$ cat config.mk
export PLATFORM = sky130hd
export DESIGN_NAME = ssd_wta_select
export DESIGN_NICKNAME = d
export VERILOG_FILES = /design/src/rtl/ssd_wta_select.sv
export SDC_FILE = /design/constraint.sdc
export NUM_CORES = 1
export LEC_CHECK = 0
export ABC_AREA = 1
export BUFFER_PORTS_ARGS = -buffer_cell sky130_fd_sc_hd__buf_2
export CAP_MARGIN = 10
export CORE_MARGIN = 1
export CORE_UTILIZATION = 50
export DETAILED_ROUTE_END_ITERATION = 10
export GPL_TIMING_DRIVEN = 0
export MAX_ROUTING_LAYER = met4
export PLACE_DENSITY = 0.8
export SYNTH_ARGS = -nofsm -noshare
export SYNTH_HDL_FRONTEND = slang
export SYNTH_SLANG_ARGS = --single-unit
$ cat constraint.sdc
create_clock -name clk -period 5.6 [get_ports clk]
set_clock_uncertainty 0.15 [all_clocks]
set_input_delay 0.28 -clock clk [delete_from_list [all_inputs] [get_ports clk]]
set_output_delay 0.28 -clock clk [all_outputs]
set_load 0.005 [all_outputs]
$ cat src/rtl/ssd_wta_select.sv
// ssd_wta_select: accumulates windowed squared differences per disparity and outputs the winner-take-all minimum.
module ssd_wta_select #(
    parameter int SIZEIN   = 16,
    parameter int WIN      = 9,
    parameter int NUM_DISP = 16,
    parameter int ACCW     = 40,
    localparam int SW      = 2*SIZEIN+2,
    localparam int DW      = $clog2(NUM_DISP),
    localparam int KW      = $clog2(WIN)
) (
    input  logic            clk,
    input  logic            rst,
    input  logic            ce,
    input  logic [SW-1:0]   sq_in,
    input  logic            sq_valid,
    input  logic            sq_sync,
    output logic [DW-1:0]   disp_out,
    output logic [ACCW-1:0] cost_out,
    output logic            out_valid
);
    typedef enum logic {IDLE, ACCUM} state_t;
    state_t          state;
    logic [KW-1:0]   k, pk;
    logic [DW-1:0]   d, pd, best_disp, nb_disp;
    logic [ACCW-1:0] acc, best_cost, cost, nb_cost;
    logic [ACCW:0]   sum;
    logic            take, last_k, last_d, win;
    // A sync sample always restarts at (d=0, k=0), whatever the current position.
    always_comb begin
        take    = ce && sq_valid && (sq_sync || state == ACCUM);
        pk      = sq_sync ? '0 : k;
        pd      = sq_sync ? '0 : d;
        sum     = {1'b0, acc} + (ACCW+1)'(sq_in);
        cost    = (pk == '0) ? ACCW'(sq_in) : (sum[ACCW] ? '1 : sum[ACCW-1:0]);
        last_k  = pk == KW'(WIN-1);
        last_d  = pd == DW'(NUM_DISP-1);
        win     = (pd == '0) || (cost < best_cost);
        nb_cost = win ? cost : best_cost;
        nb_disp = win ? pd : best_disp;
    end
    always_ff @(posedge clk) begin
        if (rst) begin
            state     <= IDLE;
            k         <= '0;
            d         <= '0;
            acc       <= '0;
            best_cost <= '0;
            best_disp <= '0;
            disp_out  <= '0;
            cost_out  <= '0;
            out_valid <= 1'b0;
        end else if (ce) begin
            out_valid <= take && last_k && last_d;
            if (take) begin
                state <= ACCUM;
                acc   <= cost;
                k     <= last_k ? '0 : pk + 1'b1;
                d     <= last_k ? (last_d ? '0 : pd + 1'b1) : pd;
                if (last_k) begin
                    best_cost <= nb_cost;
                    best_disp <= nb_disp;
                    if (last_d) begin
                        disp_out <= nb_disp;
                        cost_out <= nb_cost;
                    end
                end
            end
        end
    end
endmodule

==> reports/results.md <==
| Quantity | Value | Unit |
|:---|:---|:---|
| Design Power | 0.00261 | W |
| Post-synth EDFFs | 0 | - |
| CTS tree | yes | - |
| Number of routed nets with antenna violations | 0 | - |
| FF-to-FF path depth | 30 | - |
| Avg Synthesized Cell Area | 6.87 | µm² |
| Number of setup violations in the final report | 0 | - |
| #FFs+latches synth | 138 | - |
| Worst hold slack across all endpoints | 0.0338 | ns |
| Headroom to the max-slew limit | 0.536 | - |
| Height of the chip | 142 | µm |
| Net Sw Frac | 0.315 | - |
| Power density relative to cell area | 233 | mW/mm² |
| Starting DRT DRC Count | 847 | - |
| Final critical-path share of the clock period | 0.936 | - |
| Register-to-Register Setup Slack | 0.36 | ns |
| Slowest cell on the critical path | nor4_4 | - |
| Nets | 1653 | - |
| CTS root buffer | clkbuf_16 | - |
| Share of cell area taken by muxes after synthesis | 0 | - |
| Share of post-route cells with drive strength above 1 | 0.147 | - |
| Leading register cell type out of synthesis | dfxtp_1 | - |
| Post-layout instance area | 0.0112 | mm² |
| CTS clk-pin slew, worst paths | 0.06 | ns |
| H-Tree Level Count | 4 | - |
| First-pass DRT Iterations | 5 | - |
| Post-synthesis share of cell area spent on and, or, nand and nor gates | 0.281 | - |
| Destination of the critical timing path | cost_out[24]$_SDFFE_PP0P_ | - |
| Synthesis-to-finish area growth | 14.1 | % |
| Largest net degree at the start of global routing | 17 | - |
| Final critical-path required period | 5.24 | ns |
| Combinational family with the most area after synthesis | simple AND/OR/NAND/NOR gates | - |
| Critical path type | reg -> reg | - |
| Most prevalent standard cell on the critical path | nand2_1 | - |
| Worst R2R End | cost_out[24]$_SDFFE_PP0P_ | - |
| Crit path capture type | register | - |
| Setup repair after global routing missed its margin | false | - |
| Delay of the slowest cell on the worst path | 0.44 | ns |
| Area share of the largest cell type after synthesis | 0.281 | - |
| Final setup margin | 0.359 | ns |
| Core Box Area | 0.0190 | mm² |
| Maximum vdd ir drop | 0.000235 | V |
| Residual DRC | 0 | - |
| Fraction of the mapped netlist area in adder cells | 0.100 | - |
| Synthesized netlist cell count | 1432 | - |
| Die X | 142 | µm |
| Total vias in the final route | 9968 | - |
| Floorplan die area | 0.0202 | mm² |
| Switching power | 0.000822 | W |
| Biggest area consumer among synthesized cells | dfxtp_1 | - |
| Sequential cell area fraction in the yosys report | 0.281 | - |
| Clock insertion delay at the later pin of the skew report | 0.44 | ns |
| Antenna violations before repair | 0 | - |
| First-pass GRT wire length | 44800 | µm |
| Synth top area cells | dfxtp_1 (28%), ha_1 (9.8%), nand2_1 (9.0%), inv_1 (8.4%), nand3_1 (7.6%) | - |
| Post-synthesis compound-gate area fraction | 0.191 | - |
| Post-DP Area | 0.0106 | mm² |
| Internal power | 0.00179 | W |
| Number of unique standard cell types used by synthesis | 48 | - |
| Warning count from the yosys run | 0 | - |
| Pin slew with the least headroom to its limit | 0.694 | ns |
| GR Overflow Total | 0 | - |
| Class of the tightest hold or removal check | in -> reg | - |
| Startpoint of the worst setup timing path | acc[6]$_SDFFE_PP0P_ | - |
| Count of final max-slew check failures | 0 | - |
| Register share of total power | 0.389 | - |
| Net count after synthesis | 1549 | - |
| Max clock buf depth | 2 | - |
| Top-level port count | 84 | - |
| Total inserted antenna cells | 0 | - |
| Hold violation count in the final report | 0 | - |
| Max-cap check violation count | 0 | - |
| Count of buffers from port buffering | 82 | - |
| Total Neg Setup Slack | 0 | ns |
| # clock sinks | 138 | - |
| Cell area after synthesis | 0.00984 | mm² |
| Area share of xor/xnor cells in the synthesized design | 0.0249 | - |
| Layout filler cell count | 1834 | - |
| Crit Path Max Fanout | 10 | - |
| Maximum clock rate | 0.191 | GHz |
| Aggregate routed wire length | 28200 | µm |
| Combinational fraction of design power | 0.208 | - |
| Crit path arrival time | 5.44 | ns |
| Category of the worst setup path launch point | register | - |
| Via count of the first global-routing pass | 9201 | - |
| Total routing usage reported by global routing | 0.292 | - |
| Outcome | complete, no violations | - |
| Share of flip-flops with an asynchronous set or reset after synthesis | 0 | - |
| Total CTS buffers | 17 | - |
| Initial Util | 0.517 | - |
| DP HPWL | 21000 | µm |
| Mean routed wirelength per cell | 15.6 | µm |
| Reported leakage power | 5.50 | nW |
| Clock network power share | 0.403 | - |
| Worst Path Required | 5.80 | ns |
| Number of placement rows | 50 | - |
| Post-Place Worst Slack | -0.185 | ns |
| Weighted congestion at the end of routability-driven global placement | 0.967 | - |
| DR vias/cell | 5.51 | - |
| Startpoint of the lowest-slack register-to-register path | acc[6]$_SDFFE_PP0P_ | - |
[area by class of cell]
type / count / area (µm²) / share of cell area
Buffer: 61 / 327 / 0.0291
Tap cell: 260 / 325 / 0.0290
Timing Repair Buffer: 85 / 435 / 0.0388
Inverter: 233 / 875 / 0.0779
Sequential cell: 138 / 2760 / 0.246
Multi-Input combinational cell: 1000 / 5960 / 0.531
Clock inverter: 11 / 71.3 / 0.00636
Clock buffer: 21 / 470 / 0.0419
[sequential cells by signal, summed over array words and instances (netlist names)]
signal / flops
best_cost: 40
disp_out: 4
acc: 40
d: 4
state: 1
cost_out: 40
k: 4
out_valid: 1
best_disp: 4
[cells by family (layout without fill, tap and decap cells)]
| family | Yosys count | after routing |
|---|---|---|
| XOR/XNOR | 28 | 28 |
| AO/OA/AOI/OAI | 325 | 325 |
| buffers and inverters | 294 | 411 |
| adder cells (fa/ha/maj) | 78 | 78 |
| AND/OR/NAND/NOR | 569 | 569 |
| flip-flops | 138 | 138 |
[worst min-delay path by stage]
stage / start / to / depth (start not counted) / slack [ns]
after floorplan: ce / out_valid$_SDFFE_PP0P_ / 1 / 0.22
after global placement: state$_SDFFE_PP0P_ / state$_SDFFE_PP0P_ / 2 / 0.30
after detailed placement: state$_SDFFE_PP0P_ / state$_SDFFE_PP0P_ / 2 / 0.31
after CTS: sq_in[30] / acc[30]$_SDFFE_PP0P_ / 3 / 0.05
after global routing: sq_in[33] / acc[33]$_SDFFE_PP0P_ / 3 / 0.05
final: sq_in[33] / acc[33]$_SDFFE_PP0P_ / 3 / 0.03
[cells in the mapped netlist (3+ instances only)]
cell      number
a211oi_1       3
a21boi_1       3
a21o_1         6
a21oi_1      139
a21oi_2        4
a31oi_1       10
buf_12         4
buf_2         14
buf_4          4
clkbuf_1      38
dfxtp_1      138
ha_1          77
inv_1        221
inv_2         11
nand2_1      237
nand2_2       10
nand2_4       40
nand3_1      150
nand3_2        4
nand4_1        8
nor2_1       100
nor2_2         4
nor3_1         6
o21a_1        49
o21ai_0       78
o22ai_1       17
xnor2_1       13
xor2_1        15
[through the flow]
step,util,std cells
2_1_floorplan,-,1432
3_3_place_gp,0.556,1774
3_5_place_dp,0.556,1774
4_1_cts,0.585,1807
5_1_grt,0.590,1809
6_report,0.590,1809
[power groups by stage]
stage | sequential (W) | combinational [W] | clock [W]
6_report | 0.00101 | 0.000544 | 0.00105
3_3_place_gp | 0.00103 | 0.000506 | 0
5_1_grt | 0.00102 | 0.000594 | 0.00111
4_1_cts | 0.00101 | 0.000523 | 0.00106
3_5_place_dp | 0.00104 | 0.000516 | 0
2_1_floorplan | 0.00103 | 0.000384 | 0
[per-layer routing]
metal / up-vias / track usage / share of wire
li1: 4906 / - / -
met3: 88 / 0.0437 / 0.060
met4: 0 / 0.129 / 0.039
met5: - / - / 0
met1: 4561 / 0.357 / 0.44
met2: 413 / 0.474 / 0.46
[cell usage in the layout (no fill, tap or decap), types with 5 or more instances in the layout]
master and n:
nor2_1 99, xor2_1 15, a31oi_1 9, o21a_1 49, nand2_1 236, nand2_4 40
inv_1 221, xnor2_1 13, o21ai_0 77, o21ai_2 5, buf_4 6, clkbuf_16 17
a21o_1 6, nand2_2 11, clkinvlp_4 5, clkbuf_1 39, nor3_1 6, nand3_1 149
buf_2 96, dfxtp_1 138, ha_1 77, a21oi_2 6, nand4_1 8, o22ai_1 17
a21oi_1 137, inv_2 11, clkinv_2 5
[critical path: cells and delay by family, from the launching register on]
kind                     cells  cell delay (ns)
buffers and inverters        3             0.35
AO/OA/AOI/OAI                4             0.78
flip-flops                   1             0.32
AND/OR/NAND/NOR             21             2.83
adder cells (fa/ha/maj)      2             0.68
[timing repair]
item                                    4_1_cts  5_1_grt
pin swaps                                     0        5
gates cloned                                  0        0
setup buffers                                 0        2
endpoints found under the setup margin       80       88
hold endpoints to repair                      1        0
resized for setup                             1       16
hold buffers                                  1        0
(Power assumes the default switching activity.)
